### config.mk
export PLATFORM = sky130hd
export DESIGN_NAME = dco_ctrl_encoder
export DESIGN_NICKNAME = d
export VERILOG_FILES = /design/src/rtl/dco_ctrl_encoder.sv
export SDC_FILE = /design/constraint.sdc
export NUM_CORES = 1
export LEC_CHECK = 0
export CORE_MARGIN = 8
export CORE_UTILIZATION = 30
export CTS_BUF_LIST = sky130_fd_sc_hd__clkbuf_4 sky130_fd_sc_hd__clkbuf_8
export DETAILED_ROUTE_END_ITERATION = 10
export GPL_TIMING_DRIVEN = 0
export SYNTH_ARGS = -nofsm -noshare
export SYNTH_HDL_FRONTEND = slang
export SYNTH_SLANG_ARGS = --single-unit
export TNS_END_PERCENT = 20
### constraint.sdc
create_clock -name refclk -period 10.7 [get_ports refclk]
set_input_delay 1.605 -clock refclk [delete_from_list [all_inputs] [get_ports refclk]]
set_output_delay 1.605 -clock refclk [all_outputs]
set_load 0.05 [all_outputs]
### src/rtl/dco_ctrl_encoder.sv
// DCO control encoder: saturates the loop-filter word to an unsigned code, then drives
// a coarse thermometer bank and a sigma-delta dithered, DWA-rotated fine bank.
module dco_ctrl_encoder #(
  parameter int DCTRL_W     = 32,
  parameter int COARSE_BITS = 5,
  parameter int FINE_BITS   = 6,
  parameter int FRAC_BITS   = 6,
  localparam int CODE_W     = COARSE_BITS + FINE_BITS + FRAC_BITS,
  localparam int N_COARSE   = 2**COARSE_BITS - 1,
  localparam int N_FINE     = 2**FINE_BITS
) (
  input  logic                      refclk,
  input  logic                      reset,
  input  logic signed [DCTRL_W-1:0] dctrl,
  input  logic                      dctrl_valid,
  input  logic                      freeze,
  input  logic                      dem_en,
  output logic [N_COARSE-1:0]       coarse_therm,
  output logic [N_FINE-1:0]         fine_cells,
  output logic [FINE_BITS:0]        fine_count,
  output logic [CODE_W-1:0]         code_q,
  output logic                      sat_hi,
  output logic                      sat_lo
);

  localparam logic [CODE_W-1:0] MID = {1'b1, {(CODE_W-1){1'b0}}};
  localparam logic signed [DCTRL_W:0] MID_S =
    {{(DCTRL_W-CODE_W+1){1'b0}}, 1'b1, {(CODE_W-1){1'b0}}};
  localparam logic signed [DCTRL_W:0] CODE_MAX_S =
    {{(DCTRL_W-CODE_W+1){1'b0}}, {CODE_W{1'b1}}};

  logic signed [DCTRL_W:0]  u_wide;
  logic                     u_hi, u_lo, load;
  logic [CODE_W-1:0]        u_clamp, next_code;
  logic                     next_hi, next_lo;
  logic [COARSE_BITS-1:0]   coarse;
  logic [FINE_BITS-1:0]     fine;
  logic [FRAC_BITS-1:0]     frac, acc;
  logic [FRAC_BITS:0]       s;
  logic [FINE_BITS:0]       fine_total;
  logic [FINE_BITS-1:0]     ptr, ptr_eff, ptr_next;
  logic [N_COARSE-1:0]      therm_next, therm_rst;
  logic [N_FINE-1:0]        cells_next;

  // One extra bit of headroom keeps the offset sum from wrapping at either rail.
  assign u_wide  = $signed({dctrl[DCTRL_W-1], dctrl}) + MID_S;
  assign u_lo    = u_wide[DCTRL_W];
  assign u_hi    = u_wide > CODE_MAX_S;
  assign u_clamp = u_hi ? {CODE_W{1'b1}} : (u_lo ? '0 : u_wide[CODE_W-1:0]);

  assign load      = dctrl_valid && !freeze;
  assign next_code = load ? u_clamp : code_q;
  assign next_hi   = load ? u_hi : sat_hi;
  assign next_lo   = load ? u_lo : sat_lo;

  assign coarse = next_code[CODE_W-1 -: COARSE_BITS];
  assign fine   = next_code[FRAC_BITS +: FINE_BITS];
  assign frac   = next_code[FRAC_BITS-1:0];

  assign s          = {1'b0, acc} + {1'b0, frac};
  assign fine_total = {1'b0, fine} + {{FINE_BITS{1'b0}}, s[FRAC_BITS]};

  // A full-bank total advances the pointer by exactly one lap, i.e. not at all.
  assign ptr_eff  = dem_en ? ptr : '0;
  assign ptr_next = dem_en ? ptr + fine_total[FINE_BITS-1:0] : '0;

  for (genvar i = 0; i < N_COARSE; i++) begin : g_coarse
    localparam logic [COARSE_BITS-1:0] IDX = COARSE_BITS'(i);
    assign therm_next[i] = IDX < coarse;
    assign therm_rst[i]  = (i < 2**(COARSE_BITS-1));
  end

  for (genvar k = 0; k < N_FINE; k++) begin : g_fine
    localparam logic [FINE_BITS-1:0] IDX = FINE_BITS'(k);
    logic [FINE_BITS-1:0] off;
    assign off           = IDX - ptr_eff;
    assign cells_next[k] = {1'b0, off} < fine_total;
  end

  always_ff @(posedge refclk) begin
    if (reset) begin
      code_q       <= MID;
      sat_hi       <= 1'b0;
      sat_lo       <= 1'b0;
      acc          <= '0;
      ptr          <= '0;
      coarse_therm <= therm_rst;
      fine_cells   <= '0;
      fine_count   <= '0;
    end else if (!freeze) begin
      code_q       <= next_code;
      sat_hi       <= next_hi;
      sat_lo       <= next_lo;
      acc          <= s[FRAC_BITS-1:0];
      ptr          <= ptr_next;
      coarse_therm <= therm_next;
      fine_cells   <= cells_next;
      fine_count   <= fine_total;
    end
  end

endmodule
---- Word level (Yosys, flattened, before mapping) ----
Index checks and enable logic that the tools add are counted.
cells by class
  $add $sub $neg .......................... 68
  magnitude comparators ................... 96
  mux-type cells .......................... 5
  bitwise operators ....................... 1
  reductions and logical operators ........ 3
operators with widths
  cell                                                                                number
  6-bit by 7-bit < comparator with 1-bit output                                       64
  6-bit subtractor (first input constant)                                             32
  5-bit by 6-bit subtractor with 6-bit output (first input constant)                  16
  5-bit < comparator (first input constant)                                           15
  17-bit 2-to-1 mux                                                                   3
  4-bit by 6-bit subtractor with 6-bit output (first input constant)                  8
  4-bit by 5-bit < comparator with 1-bit output (first input constant)                8
  32-bit by 18-bit adder with 33-bit output (second input constant)                   1
  33-bit by 18-bit greater-than comparator with 1-bit output (second input constant)  1
  3-bit by 6-bit subtractor with 6-bit output (first input constant)                  4
  3-bit by 5-bit < comparator with 1-bit output (first input constant)                4
  6-bit 2-to-1 mux                                                                    2
  1-bit by 6-bit subtractor with 6-bit output (first input constant)                  2
  2-bit by 6-bit subtractor with 6-bit output (first input constant)                  2
  1-bit by 5-bit < comparator with 1-bit output (first input constant)                2
  2-bit by 5-bit < comparator with 1-bit output (first input constant)                2
  6-bit by 1-bit adder with 7-bit output                                              1
  6-bit by 6-bit adder with 7-bit output                                              1
  6-bit adder                                                                         1
  2-bit AND reduction                                                                 1
  1-bit logical AND                                                                   1
  1-bit zero test                                                                     1
  1-bit NOT                                                                           1
word-level totals
  bits in registers ....................... 133
  input bits .............................. 37
  output and inout bits ................... 121
  word-level logic and storage cells ...... 181

---- Longest topological paths before layout ----
  word-level depth ........................ 8
  mapped depth ............................ 30
  gate-level depth less buffers ........... 25

---- Worst setup path after synthesis ----
No wires, ideal clock.
  kind .................................... input to register
  from .................................... input port dctrl[16]
  to ...................................... register fine_cells[17]
  library setup time ...................... 0.070 ns
  arrival ................................. 9.575 ns
  data required time ...................... 10.630 ns
  path slack .............................. 1.055 ns
  stages on the path ...................... 22
  path buffers ............................ 3
  path through ............................ ha_1 -> nand3_1 -> or4_1 -> a22o_1 -> or4_1 -> buf_6 -> or3_1 -> buf_2 -> clkbuf_1 -> o221a_2 -> ha_1 -> nand2_1 -> o21ai_0 -> a21o_1 -> a21o_1 -> ha_1 -> o21ai_0 -> a311oi_1 -> xor2_1 -> ha_1 -> a211o_1 -> a21oi_1
on the way
  word-level cells in the longest chain between the ends .. 7
  elaborated cells on any way between the ends .. 8
  those cells by class .................... 3 x add/sub; 2 x order compare; 3 x mux
RTL lines
  what                                                                                             RTL line  source
  from (decl)                                                                                      14        input logic signed [DCTRL_W-1:0] dctrl,
  32-bit by 18-bit adder with 33-bit output (*)                                                    46        assign u_wide = $signed({dctrl[DCTRL_W-1], dctrl}) + MID_S;
  33-bit by 18-bit greater-than comparator with 1-bit output or 17-bit 2-to-1 mux (tied branches)  48, 49
  17-bit 2-to-1 mux (*)                                                                            49        assign u_clamp = u_hi ? {CODE_W{1'b1}} : (u_lo ? '0 : u_wide[CODE_W-1:0]);
  17-bit 2-to-1 mux (*)                                                                            52        assign next_code = load ? u_clamp : code_q;
  net next_code[2]                                                                                 34        logic [CODE_W-1:0] u_clamp, next_code;
  6-bit by 6-bit adder with 7-bit output (*)                                                       60        assign s = {1'b0, acc} + {1'b0, frac};
  6-bit by 1-bit adder with 7-bit output (*)                                                       61        assign fine_total = {1'b0, fine} + {{FINE_BITS{1'b0}}, s[FRAC_BITS]};
  6-bit by 7-bit < comparator with 1-bit output (*)                                                77        assign cells_next[k] = {1'b0, off} < fine_total;
  to (signal assigned)                                                                             97        fine_cells <= cells_next;
  to (decl)                                                                                        19        output logic [N_FINE-1:0] fine_cells,
Mark *: on every way through the listed nets, which the timed path passes. The rest lies on a longest branch.
A chain may end at the register's enable or synchronous reset.

---- Worst setup path in the final report ----
  from .................................... input port dctrl[16]
  to ...................................... register fine_cells[28]
on the way
  word-level cells in the longest chain between the ends .. 7
  elaborated cells on any way between the ends .. 8
  those cells by class .................... 3 x add/sub; 2 x order compare; 3 x mux
RTL lines
  what                                                                                             RTL line  source
  32-bit by 18-bit adder with 33-bit output (*)                                                    46
  33-bit by 18-bit greater-than comparator with 1-bit output or 17-bit 2-to-1 mux (tied branches)  48, 49
  17-bit 2-to-1 mux (*)                                                                            49
  17-bit 2-to-1 mux (*)                                                                            52
  net next_code[3]                                                                                 34
  6-bit by 6-bit adder with 7-bit output (*)                                                       60
  6-bit by 1-bit adder with 7-bit output (*)                                                       61
  net fine_total[3]                                                                                40        logic [FINE_BITS:0] fine_total;
  6-bit by 7-bit < comparator with 1-bit output (*)                                                77
Marked as above.

==> impl_metrics.ini <==
[cells_and_area]
layout-drive-gt1-share = 0.0816
syn_to_final_growth_pct = 27.3
mostFrequentLayoutCells = 156 x clkdlybuf4s50_1, 144 x ha_1, 132 x dfxtp_1
n_fill_cell = 3084
fin_cells = 1658
nNetsFinal = 1432
post-route-cell-area_mm2 = 0.0119
post-route-util = 0.388
antenna_cells = 0
final_common_cell = clkdlybuf4s50_1

[routing]
wl_met1_mm = 15.0
ant_nets = 0
top_layer_used = met4
wire_per_inst_um = 18.9
drc = 0
met3_wirelength_mm = 1.82
vias = 8715
drt_iter0_drc = 652
dr_wl_met2_mm = 13.9
firstDrtPassIters = 5
vias_per_cell = 5.26
finalWirelength_mm = 31.3

[critical_path]
cp_top_family = compound AO/OA/AOI/OAI gates
crit_fanout = 16
worst-endpoint-arrival_ns = 9.46
crit_required_ns = 11.11
rr_endpoint = fine_cells[28]
crit_type = in2reg
path_buf_inv = 5
cp-end-kind = flop
crit_top_cell = ha_1
r2r-start = code_q[0]
crit_path_max_incr_delay_ns = 0.72
cp_slowest_cell = a221oi_1
start_kind = primary input
reg2regPathDepth = 18
reg2reg_setup_slack_ns = 5.45

[power_and_ir_drop]
leakagePower_nw = 5.14
powerDensity_mw_per_mm2 = 134
peakVddDrop_uv = 74.6

[clock_network]
ctsHoldBuffers = 0
cts_buffers = 17
clk_latency_ns = 0.48
cts.sinks = 132
cts_tree = built
clock_path_buffers = 2
cts_resized = 0
htreeDepth = 4
root_buffer = clkbuf_8
cts.clk_slew.worst_paths_ns = 0.09
post_cts_buffers = 0

[min_path]
hold_path.class = reg2reg
whs_path_depth = 2
hold_start = coarse_therm[27]
hold_end = coarse_therm[27]

[grt]
grt_max_degree = 33
first_global_vias = 8612
grt_usage = 0.168
grt_overflow_total = 0
antenna_found_initial = 0
grt_pass1_wl_mm = 48.9

[floorplanning]
rows = 64
io_pins = 158
die_x_um = 192
dieArea_mm2 = 0.0370
start_util = 0.305
core_area_mm2 = 0.0306
die_h_um = 192

[place]
place_ws_ns = 1.03
post-place-cells = 1626
gp_congestion = 0.851
hpwl_mm = 24.3
dpl-instance-area_mm2 = 0.0115
port_buffers = 156

[yosys]
syn_area_per_cell_um2 = 8.71
yosysSeqAreaShare = 0.283
yosysWarnings = 0
yosys.area.top_type = dfxtp_1
postSynth.asyncResetShare = 0
synth-seq-cells = 132
synth_cells = 1072
synth_nets = 1255
ys_top_cells_by_area = dfxtp_1 28%, ha_1 19%, a21oi_1 5.6%, o221a_2 5.2%, xnor2_1 4.8%
synth_ff_type = dfxtp_1
syn-cell-area_mm2 = 0.00933
synthDistinctLibCells = 69
synth_top_area_share = 0.283
synth-edff-count = 0

[timing]
min_period_over_period = 0.846
finalHoldViolCount = 0
drv_slew = 0
layout_setup_ws_ns = 1.65
rsz0062_at_grt = no
fin_worst_skew_ns = 0.0217
fmax_ghz = 0.110
setup_violations = 0
maxSlewHeadroom = 0.299
post-route-min-period_ns = 9.05
worst_slew_pin_slew_ns = 1.04

[status]
outcome = complete, no violations

[job]
maxCapViolCount = 0
## cells in the mapped netlist, drive strengths merged, types with 11 or more instances
cell and instances:
ha 144, dfxtp 132, a21oi 105, nand2 98, inv 80, nor2 57
a21o 53, xnor2 51, clkbuf 50, o221a 43, o21ai 24, a211o 17
and2 15, nor3 15, xor2 12, a211oi 11, buf 11, nand3 11
## logic make-up (layout without fill, tap and decap cells)
logic type	count (synthesis)	count (layout)	synth area share
buffers and inverters	143	333	0.0599
adders and majority gates	154	154	0.207
AOI/OAI and AO/OA	332	332	0.260
xor gates and xnor gates	64	64	0.0615
and+or+nand+nor	240	240	0.121
DFF	132	132	0.283
muxes	7	7	0.00751
## sequential cells by signal (all words and copies together), names as in the netlist
signal / flops
sat_lo: 1
fine_count: 7
ptr: 6
code_q: 16
sat_hi: 1
acc: 6
fine_cells: 64
coarse_therm: 31
## report_power, final
part	internal, mW	switching [mW]
Combinational	0.216	0.354
Clock	0.221	0.241
Sequential	0.530	0.0258
Total	0.967	0.622
## tightest hold or removal path: stages (launching register included)
cell     delay [ns]
dfxtp_1        0.32
nand2_1        0.05
nand2_1        0.04
## metal layers
layer | global-route usage | up-vias
met4 | 0.0529 | 0
met1 | 0.225 | 4191
li1 | - | 4233
met2 | 0.270 | 245
met3 | 0.0314 | 46
met5 | 0 | -
## worst max path at each step
stage	startpoint	end	depth (start not counted)
finish	dctrl[16]	fine_cells[28]	27
global route	dctrl[16]	fine_cells[28]	27
CTS	dctrl[16]	fine_cells[27]	25
detailed placement	dctrl[16]	fine_cells[28]	25
global placement	dctrl[16]	fine_cells[12]	21
floorplan	dctrl[16]	fine_cells[17]	22
## stage by stage
| step | total power [mW] | setup TNS (ns) | hold WS (ns) |
|---|---|---|---|
| final | 1.59 | 0 | 0.446 |
| after floorplan | 0.945 | 0 | 0.445 |
| after CTS | 1.60 | 0 | 0.449 |
| after global routing | 1.68 | 0 | 0.473 |
| after global placement | 1.12 | -104.74 | 0.433 |
| after detailed placement | 1.14 | 0 | 0.435 |
## final cells by class
class | instances | area [um^2] | area share
Multi-Input combinational cell | 797 | 6160 | 0.518
Sequential cell | 132 | 2640 | 0.222
Timing Repair Buffer | 158 | 1610 | 0.135
Tap cell | 396 | 495 | 0.0417
Inverter | 82 | 308 | 0.0259
Buffer | 61 | 251 | 0.0212
Clock buffer | 18 | 248 | 0.0209
Clock inverter | 14 | 168 | 0.0141
Power figures use the tool's default switching activity.
